File: src/rtl/fsm4_pkg.sv
// -----------------------------------------------------------------------------
// fsm4_pkg
// Shared types for the fsm4 serial link.
//   sym_t         : 2-bit symbol carried over the link (bit 1 sent first)
//   fsm4_state_t  : 2-bit history encodings S0..S3 used by the fsm4 receiver
//   tx_state_t    : serializer states of fsm4_tx
// -----------------------------------------------------------------------------
package fsm4_pkg;

    typedef logic [1:0] sym_t;

    // Receiver history encodings; the value equals the last two bits seen,
    // older bit in the MSB, so a symbol lands as its own encoding.
    typedef enum logic [1:0] {
        S0 = 2'b00,
        S1 = 2'b01,
        S2 = 2'b10,
        S3 = 2'b11
    } fsm4_state_t;

    typedef enum logic [1:0] {
        TX_IDLE   = 2'b00,
        TX_BIT_HI = 2'b01,
        TX_BIT_LO = 2'b10
    } tx_state_t;

endpackage

File: src/rtl/fsm4_sym_fifo.sv
// -----------------------------------------------------------------------------
// fsm4_sym_fifo
// Synchronous FIFO with an occupancy counter; full/empty derive from the
// counter, pointers wrap naturally at DEPTH (a power of two).
// Ports:
//   clk        in   rising-edge clock
//   rst        in   synchronous active-high reset (empties the FIFO)
//   push       in   write request; ignored while full
//   push_data  in   WIDTH-bit write data
//   pop        in   read request; ignored while empty
//   pop_data   out  head entry (valid while !empty)
//   full       out  occupancy == DEPTH
//   empty      out  occupancy == 0
//   level      out  current occupancy
// -----------------------------------------------------------------------------
module fsm4_sym_fifo #(
    parameter  int DEPTH = 4,
    parameter  int WIDTH = 2,
    localparam int PTR_W = $clog2(DEPTH),
    localparam int LVL_W = PTR_W + 1
) (
    input  logic             clk,
    input  logic             rst,
    input  logic             push,
    input  logic [WIDTH-1:0] push_data,
    input  logic             pop,
    output logic [WIDTH-1:0] pop_data,
    output logic             full,
    output logic             empty,
    output logic [LVL_W-1:0] level
);

    logic [WIDTH-1:0] mem [DEPTH];
    logic [PTR_W-1:0] wr_ptr;
    logic [PTR_W-1:0] rd_ptr;
    logic [LVL_W-1:0] count;
    logic             do_push;
    logic             do_pop;

    assign full     = (count == LVL_W'(DEPTH));
    assign empty    = (count == '0);
    assign level    = count;
    assign pop_data = mem[rd_ptr];

    assign do_push  = push && !full;
    assign do_pop   = pop && !empty;

    // NOTE: sequential state uses non-blocking assignments so every register
    // samples the pre-edge values, independent of block evaluation order.
    always_ff @(posedge clk) begin
        if (rst) begin
            wr_ptr <= '0;
            rd_ptr <= '0;
            count  <= '0;
        end else begin
            if (do_push) wr_ptr <= wr_ptr + 1'b1;
            if (do_pop)  rd_ptr <= rd_ptr + 1'b1;
            case ({do_push, do_pop})
                2'b10:   count <= count + 1'b1;
                2'b01:   count <= count - 1'b1;
                default: count <= count;
            endcase
        end
    end

    // NOTE: storage is deliberately not reset; entries are only read after
    // being written, and leaving reset off lets the array map to plain RAM.
    always_ff @(posedge clk) begin
        if (do_push) mem[wr_ptr] <= push_data;
    end

endmodule

File: src/rtl/fsm4_tx.sv
// -----------------------------------------------------------------------------
// fsm4_tx
// Serial transmitter feeding the fsm4 history tracker. Symbols enter through a
// valid/ready FIFO and leave MSB first, one bit per clock, with no gap between
// back-to-back symbols.
// Ports:
//   clk         in   rising-edge clock
//   rst         in   synchronous active-high reset
//   sym_valid   in   upstream symbol valid
//   sym_data    in   symbol to send (bit 1 first)
//   sym_ready   out  FIFO not full
//   ser_out     out  registered serial bit (IDLE_LVL between symbols)
//   ser_active  out  high while ser_out carries a symbol bit
//   sym_done    out  high in the cycle ser_out carries bit 0
//   sym_cnt     out  completed-symbol count, wraps
//   fifo_level  out  FIFO occupancy
// -----------------------------------------------------------------------------
module fsm4_tx
    import fsm4_pkg::*;
#(
    parameter int   FIFO_DEPTH = 4,
    parameter logic IDLE_LVL   = 1'b0,
    parameter int   CNT_W      = 16
) (
    input  logic                         clk,
    input  logic                         rst,
    input  logic                         sym_valid,
    input  sym_t                         sym_data,
    output logic                         sym_ready,
    output logic                         ser_out,
    output logic                         ser_active,
    output logic                         sym_done,
    output logic [CNT_W-1:0]             sym_cnt,
    output logic [$clog2(FIFO_DEPTH):0]  fifo_level
);

    tx_state_t state, state_nxt;
    logic      lo_bit, lo_bit_nxt;     // bit 0 of the symbol in flight
    logic      ser_nxt, active_nxt, done_nxt;
    logic      pop;
    logic      full, empty;
    sym_t      head;

    fsm4_sym_fifo #(
        .DEPTH (FIFO_DEPTH),
        .WIDTH ($bits(sym_t))
    ) u_fifo (
        .clk       (clk),
        .rst       (rst),
        .push      (sym_valid),
        .push_data (sym_data),
        .pop       (pop),
        .pop_data  (head),
        .full      (full),
        .empty     (empty),
        .level     (fifo_level)
    );

    // Depends on registered FIFO state only: no combinational path from
    // sym_valid to sym_ready.
    assign sym_ready = !full;

    // NOTE: every always_comb output gets a default first, so no path can
    // leave a signal unassigned and infer a latch.
    always_comb begin
        state_nxt  = state;
        lo_bit_nxt = lo_bit;
        ser_nxt    = IDLE_LVL;
        active_nxt = 1'b0;
        done_nxt   = 1'b0;
        pop        = 1'b0;

        case (state)
            TX_IDLE: begin
                if (!empty) begin
                    pop        = 1'b1;
                    lo_bit_nxt = head[0];
                    ser_nxt    = head[1];
                    active_nxt = 1'b1;
                    state_nxt  = TX_BIT_HI;
                end
            end
            TX_BIT_HI: begin
                ser_nxt    = lo_bit;
                active_nxt = 1'b1;
                done_nxt   = 1'b1;
                state_nxt  = TX_BIT_LO;
            end
            TX_BIT_LO: begin
                // Chain straight into the next symbol to avoid a gap bit.
                if (!empty) begin
                    pop        = 1'b1;
                    lo_bit_nxt = head[0];
                    ser_nxt    = head[1];
                    active_nxt = 1'b1;
                    state_nxt  = TX_BIT_HI;
                end else begin
                    state_nxt  = TX_IDLE;
                end
            end
            default: begin
                state_nxt = TX_IDLE;
            end
        endcase
    end

    always_ff @(posedge clk) begin
        if (rst) begin
            state      <= TX_IDLE;
            lo_bit     <= 1'b0;
            ser_out    <= IDLE_LVL;
            ser_active <= 1'b0;
            sym_done   <= 1'b0;
            sym_cnt    <= '0;
        end else begin
            state      <= state_nxt;
            lo_bit     <= lo_bit_nxt;
            ser_out    <= ser_nxt;
            ser_active <= active_nxt;
            sym_done   <= done_nxt;
            // The symbol completes on the edge that leaves BIT_LO.
            if (state == TX_BIT_LO) sym_cnt <= sym_cnt + 1'b1;
        end
    end

endmodule

File: config.mk
export PLATFORM = sky130hd
export DESIGN_NAME = fsm4_tx
export DESIGN_NICKNAME = d
export VERILOG_FILES = /design/src/rtl/fsm4_pkg.sv /design/src/rtl/fsm4_sym_fifo.sv /design/src/rtl/fsm4_tx.sv
export SDC_FILE = /design/constraint.sdc
export NUM_CORES = 1
export LEC_CHECK = 0
export CAP_MARGIN = 20
export CORE_MARGIN = 2
export CORE_UTILIZATION = 54
export CTS_BUF_LIST = sky130_fd_sc_hd__clkbuf_2 sky130_fd_sc_hd__clkbuf_4 sky130_fd_sc_hd__clkbuf_8
export DETAILED_ROUTE_END_ITERATION = 10
export PLACE_DENSITY_LB_ADDON = 0.05
export RECOVER_POWER = 100
export SYNTH_ARGS = -nofsm -noshare
export SYNTH_HDL_FRONTEND = slang
export SYNTH_SLANG_ARGS = --single-unit
File: constraint.sdc
create_clock -name clk -period 2.7 [get_ports clk]
set_clock_uncertainty 0.05 [all_clocks]
set_input_delay 0.405 -clock clk [delete_from_list [all_inputs] [get_ports clk]]
set_output_delay 0.405 -clock clk [all_outputs]
set_load 0.01 [all_outputs]
==> results summary <==
The run finished with clean final reports. The clock sink total is 39. The total power came out at between 1.5 and 2 mW.

The region available for standard cell placement spans 2810 um2. The minimum setup slack in the final design is between 0.3 and 0.4 ns. After global routing the overflow that remains totals 0.

The per-instance average area after synthesis came out at 10.8 um2. Clock latency on the worst-skew pair, taken at its later pin, is 0.35 ns. STA puts the critical path data required time at 2.92 ns.

The data arrival at the endpoint of the critical path came out at 2.57 ns. The worst setup path is of the reg -> reg kind. The analysis attributes to net switching a power of 0.480 mW. The static leakage power is 0.816 nW. Hold repair after CTS inserted 0 buffers. For this run, the post-layout net count is 194.

The via count of the first global-routing pass was between 1,000 and 1,500. The clock root buffer master is sky130_fd_sc_hd__clkbuf_4. The internal reg-to-reg setup slack is 0.35 ns.

After the first detailed-routing iteration, the DRC count stood at 45. The final number of hold-violating endpoints came out at 0. Synthesis produced 152 cells. The endpoint identified for the worst register-to-register timing path is u_fifo.level[2]$_SDFFE_PP0P_.

The wire-length estimate of the detail-placed layout is about 2200 um. The number of ports placed on the die boundary is 28. In this run the critical register-to-register path is launched from u_fifo.level[0]$_SDFFE_PP0P_. The total nets after synthesis came out at approximately 160. The initial antenna violation count came out at 0.

The fraction of layout instances using a drive strength above 1 is between 7 and 8%. Counting both buffers and inverters, the worst setup path holds a total of 0. The nature of the critical path startpoint is a flip-flop. The starting density of the core is between 50% and 60%.

The routed via count is around 1,200. The clock-pin transition on the worst setup and hold timing paths is 0.10 ns. The die is 59.0 um wide. The post-synth design cell area came out at 1630 um2. The maximum fanout count along the critical path is 5. The internal portion of the total power is between 1 and 1.5 mW. The average vias per placed instance is 5.48. The part of the cycle the worst path needs came out at 87.1%. Headroom to the max-slew limit came out at 55.8%. The number of remaining DRC errors came out at 0.

The count of inserted antenna diode cells is 0. The count of input and output buffers came out at 27. The kind of cell with the highest combined delay along the critical path is simple AND/OR/NAND/NOR gates. The total of cells resized after clock tree synthesis came out at 0. TritonCTS built the clock tree.

The detailed-route wire length came out at 3060 um. The area growth from synthesis to layout came out at 22.6%. Counting cells, the worst reg-to-reg path comes to 7. The path class of the tightest hold or removal check is reg -> reg. During synthesis, Yosys emitted a total of 0 warnings. The post-CTS setup buffer count came out at 0. The pin slew with the least headroom to its limit is around 0.66 ns. The worst hold path cell count is 2. The leading register cell type out of synthesis is sky130_fd_sc_hd__dfxtp_1.

The final total negative setup slack came out at 0 ns. The die covers 3480 um2. Measured along the y axis, the die boundary spans around 59 um. The final-report max-slew violation count came out at 0. Setup repair after global routing left no endpoint under its margin.

The global routing usage summed across all routing layers came out at slightly below 20%. After synthesis, the share of flip-flops with an asynchronous set or reset is 0%. The largest single stage delay on the critical path is 0.40 ns.

The number of maximum-capacitance violations is 0. For hold timing, the worst endpoint is lo_bit$_SDFFE_PP0P_. IR analysis of the VDD net gives a maximum drop of about 0.00064 V. The total clock buffers created by CTS came out at 5. The worst hold path begins at lo_bit$_SDFFE_PP0P_. Sequential cells were found to cover 52.7% of the synthesized design area.

Traced cell by cell, the critical path runs through nor3_1 > nor2_1 > ha_1 > fa_1 > xnor2_1 > or3_1 > a21oi_1. The share of total power dissipated in combinational logic is 25.7%. The number of nets with antenna violations after routing is 0. The worst slack at placement came out at 0.198 ns. The power density of the placed cells came out at around 840 nW/um2. The number of storage elements in the synthesis netlist is 39. After detailed routing, the average wire length per cell comes to ~14 um. The maximum number of buffers from clock root to sink came out at 2. The number of rows in the core area is 19. The count of endpoints failing setup in the final report came out at 0.

The worst path in the final design needs a cycle of approximately 2.4 ns, including I/O delays and setup. The post-route worst hold slack came out at 0.456 ns. The first global-routing pass estimated 5040 um of wire. Sequential cells account for 45.5% of the total power. STA classifies the critical path endpoint as a flip-flop. The relative contribution of the clock network to total power came out at between 20 and 30%. The upper clock frequency limit is about 0.43 GHz. The maximum number of pins on one net before global-route repair is 19.

The H-tree was split into 2 levels. The master of the slowest instance on the critical path is sky130_fd_sc_hd__nor3_1. The number of detailed-route iterations in the first pass came out at 4. The unique cell type count in the Yosys netlist came out at 32. The final weighted congestion of routability-driven global placement is 0.788.

The number of enable-type register cells in the synthesized netlist came out at 8. Net switching is 28.5% of the power.
## worst max path at each step
| stage | slack, ns | from | cells after the start | to |
|---|---|---|---|---|
| floorplan | 0.51 | u_fifo.level[0]$_SDFFE_PP0P_ | 8 | u_fifo.level[2]$_SDFFE_PP0P_ |
| global placement | 0.27 | sym_valid | 8 | u_fifo.level[2]$_SDFFE_PP0P_ |
| detailed placement | 0.20 | sym_valid | 8 | u_fifo.level[2]$_SDFFE_PP0P_ |
| CTS | 0.36 | u_fifo.level[0]$_SDFFE_PP0P_ | 7 | u_fifo.level[2]$_SDFFE_PP0P_ |
| global route | 0.17 | u_fifo.level[0]$_SDFFE_PP0P_ | 7 | u_fifo.level[2]$_SDFFE_PP0P_ |
| finish | 0.35 | u_fifo.level[0]$_SDFFE_PP0P_ | 7 | u_fifo.level[2]$_SDFFE_PP0P_ |
## power groups by stage
| stage | Clock [mW] | Sequential [mW] | Combinational (mW) |
|---|---|---|---|
| final | 0.485 | 0.766 | 0.433 |
| after detailed placement | 0 | 0.780 | 0.447 |
| after CTS | 0.490 | 0.768 | 0.450 |
| after global routing | 0.517 | 0.780 | 0.478 |
| after floorplan | 0 | 0.769 | 0.305 |
| after global placement | 0 | 0.771 | 0.425 |
## sequential cells by signal (all words and copies together), names as in the netlist, named ones only
register / count
u_fifo.wr_ptr: 2
sym_cnt: 16
lo_bit: 1
state: 2
u_fifo.rd_ptr: 2
u_fifo.mem: 8
u_fifo.level: 3
ser_out: 1
ser_active: 1
sym_done: 1
## worst reg2reg max path, stage by stage (launching register included)
cell and delay [ns]:
sky130_fd_sc_hd__dfxtp_1 0.39, sky130_fd_sc_hd__nor3_1 0.40, sky130_fd_sc_hd__nor2_1 0.19, sky130_fd_sc_hd__ha_1 0.28, sky130_fd_sc_hd__fa_1 0.38, sky130_fd_sc_hd__xnor2_1 0.15, sky130_fd_sc_hd__or3_1 0.31, sky130_fd_sc_hd__a21oi_1 0.14
## cells in the mapped netlist, drive strengths merged (2+ instances only)
library cell	number	area share, %
a21oi	8	2.5
and2	2	0.77
and3	5	1.9
buf	2	1.4
clkbuf	3	0.69
dfxtp	31	38
edfxtp	8	15
ha	6	4.6
inv	6	1.4
mux2i	2	1.2
mux4	2	2.8
nand2	6	1.4
nand3	5	1.5
nand4	4	2.8
nor2	18	4.1
nor2b	2	0.77
nor3	3	0.92
nor3b	3	1.4
o21ai	7	2.1
or2	2	0.77
or3	6	2.3
xnor2	6	3.2
xor2	8	4.3
## final cells by class
cell class	count	area [um2]
clock buffers	6	45.0
multi-input cells	102	702
clock inverters	2	60.1
flip-flops and latches	39	861
repair buffers	28	274
inverters	6	22.5
fillers	223	802
well taps	31	38.8
## cells by family after synthesis
group / synth area share [%]
xor gates and xnor gates: 7.50
muxes: 4.67
adders and majority gates: 5.82
buffers and inverters: 3.45
and+or+nand+nor: 20.4
AOI/OAI and AO/OA: 5.51
DFF: 52.7
## placed cells by master, fill, tap and decap left out, types with 5 or more instances in the layout
cell,instances
sky130_fd_sc_hd__xor2_1,8
sky130_fd_sc_hd__dfxtp_1,31
sky130_fd_sc_hd__nand3_1,5
sky130_fd_sc_hd__inv_1,6
sky130_fd_sc_hd__a21oi_1,8
sky130_fd_sc_hd__nor2_1,18
sky130_fd_sc_hd__clkbuf_4,6
sky130_fd_sc_hd__edfxtp_1,8
sky130_fd_sc_hd__nand2_1,6
sky130_fd_sc_hd__and3_1,5
sky130_fd_sc_hd__or3_1,6
sky130_fd_sc_hd__dlygate4sd3_1,26
sky130_fd_sc_hd__ha_1,6
sky130_fd_sc_hd__xnor2_1,6
sky130_fd_sc_hd__o21ai_0,7
## through the flow
step	instance area [um2]	utilization, %	cells
2_1_floorplan	1630	-	152
3_3_place_gp	1920	68.3	206
3_5_place_dp	1920	68.3	206
4_1_cts	2020	72.1	214
5_1_grt	2000	71.4	214
6_report	2000	71.4	214
## metal layers
metal	track usage, %	wire [um]	vias up
li1	-	-	586
met1	25.7	1480	555
met2	29.8	1400	24
met3	5.46	123	8
met4	8.77	57	0
met5	0	0	-
Note: power is estimated with default switching activity, not from simulation.
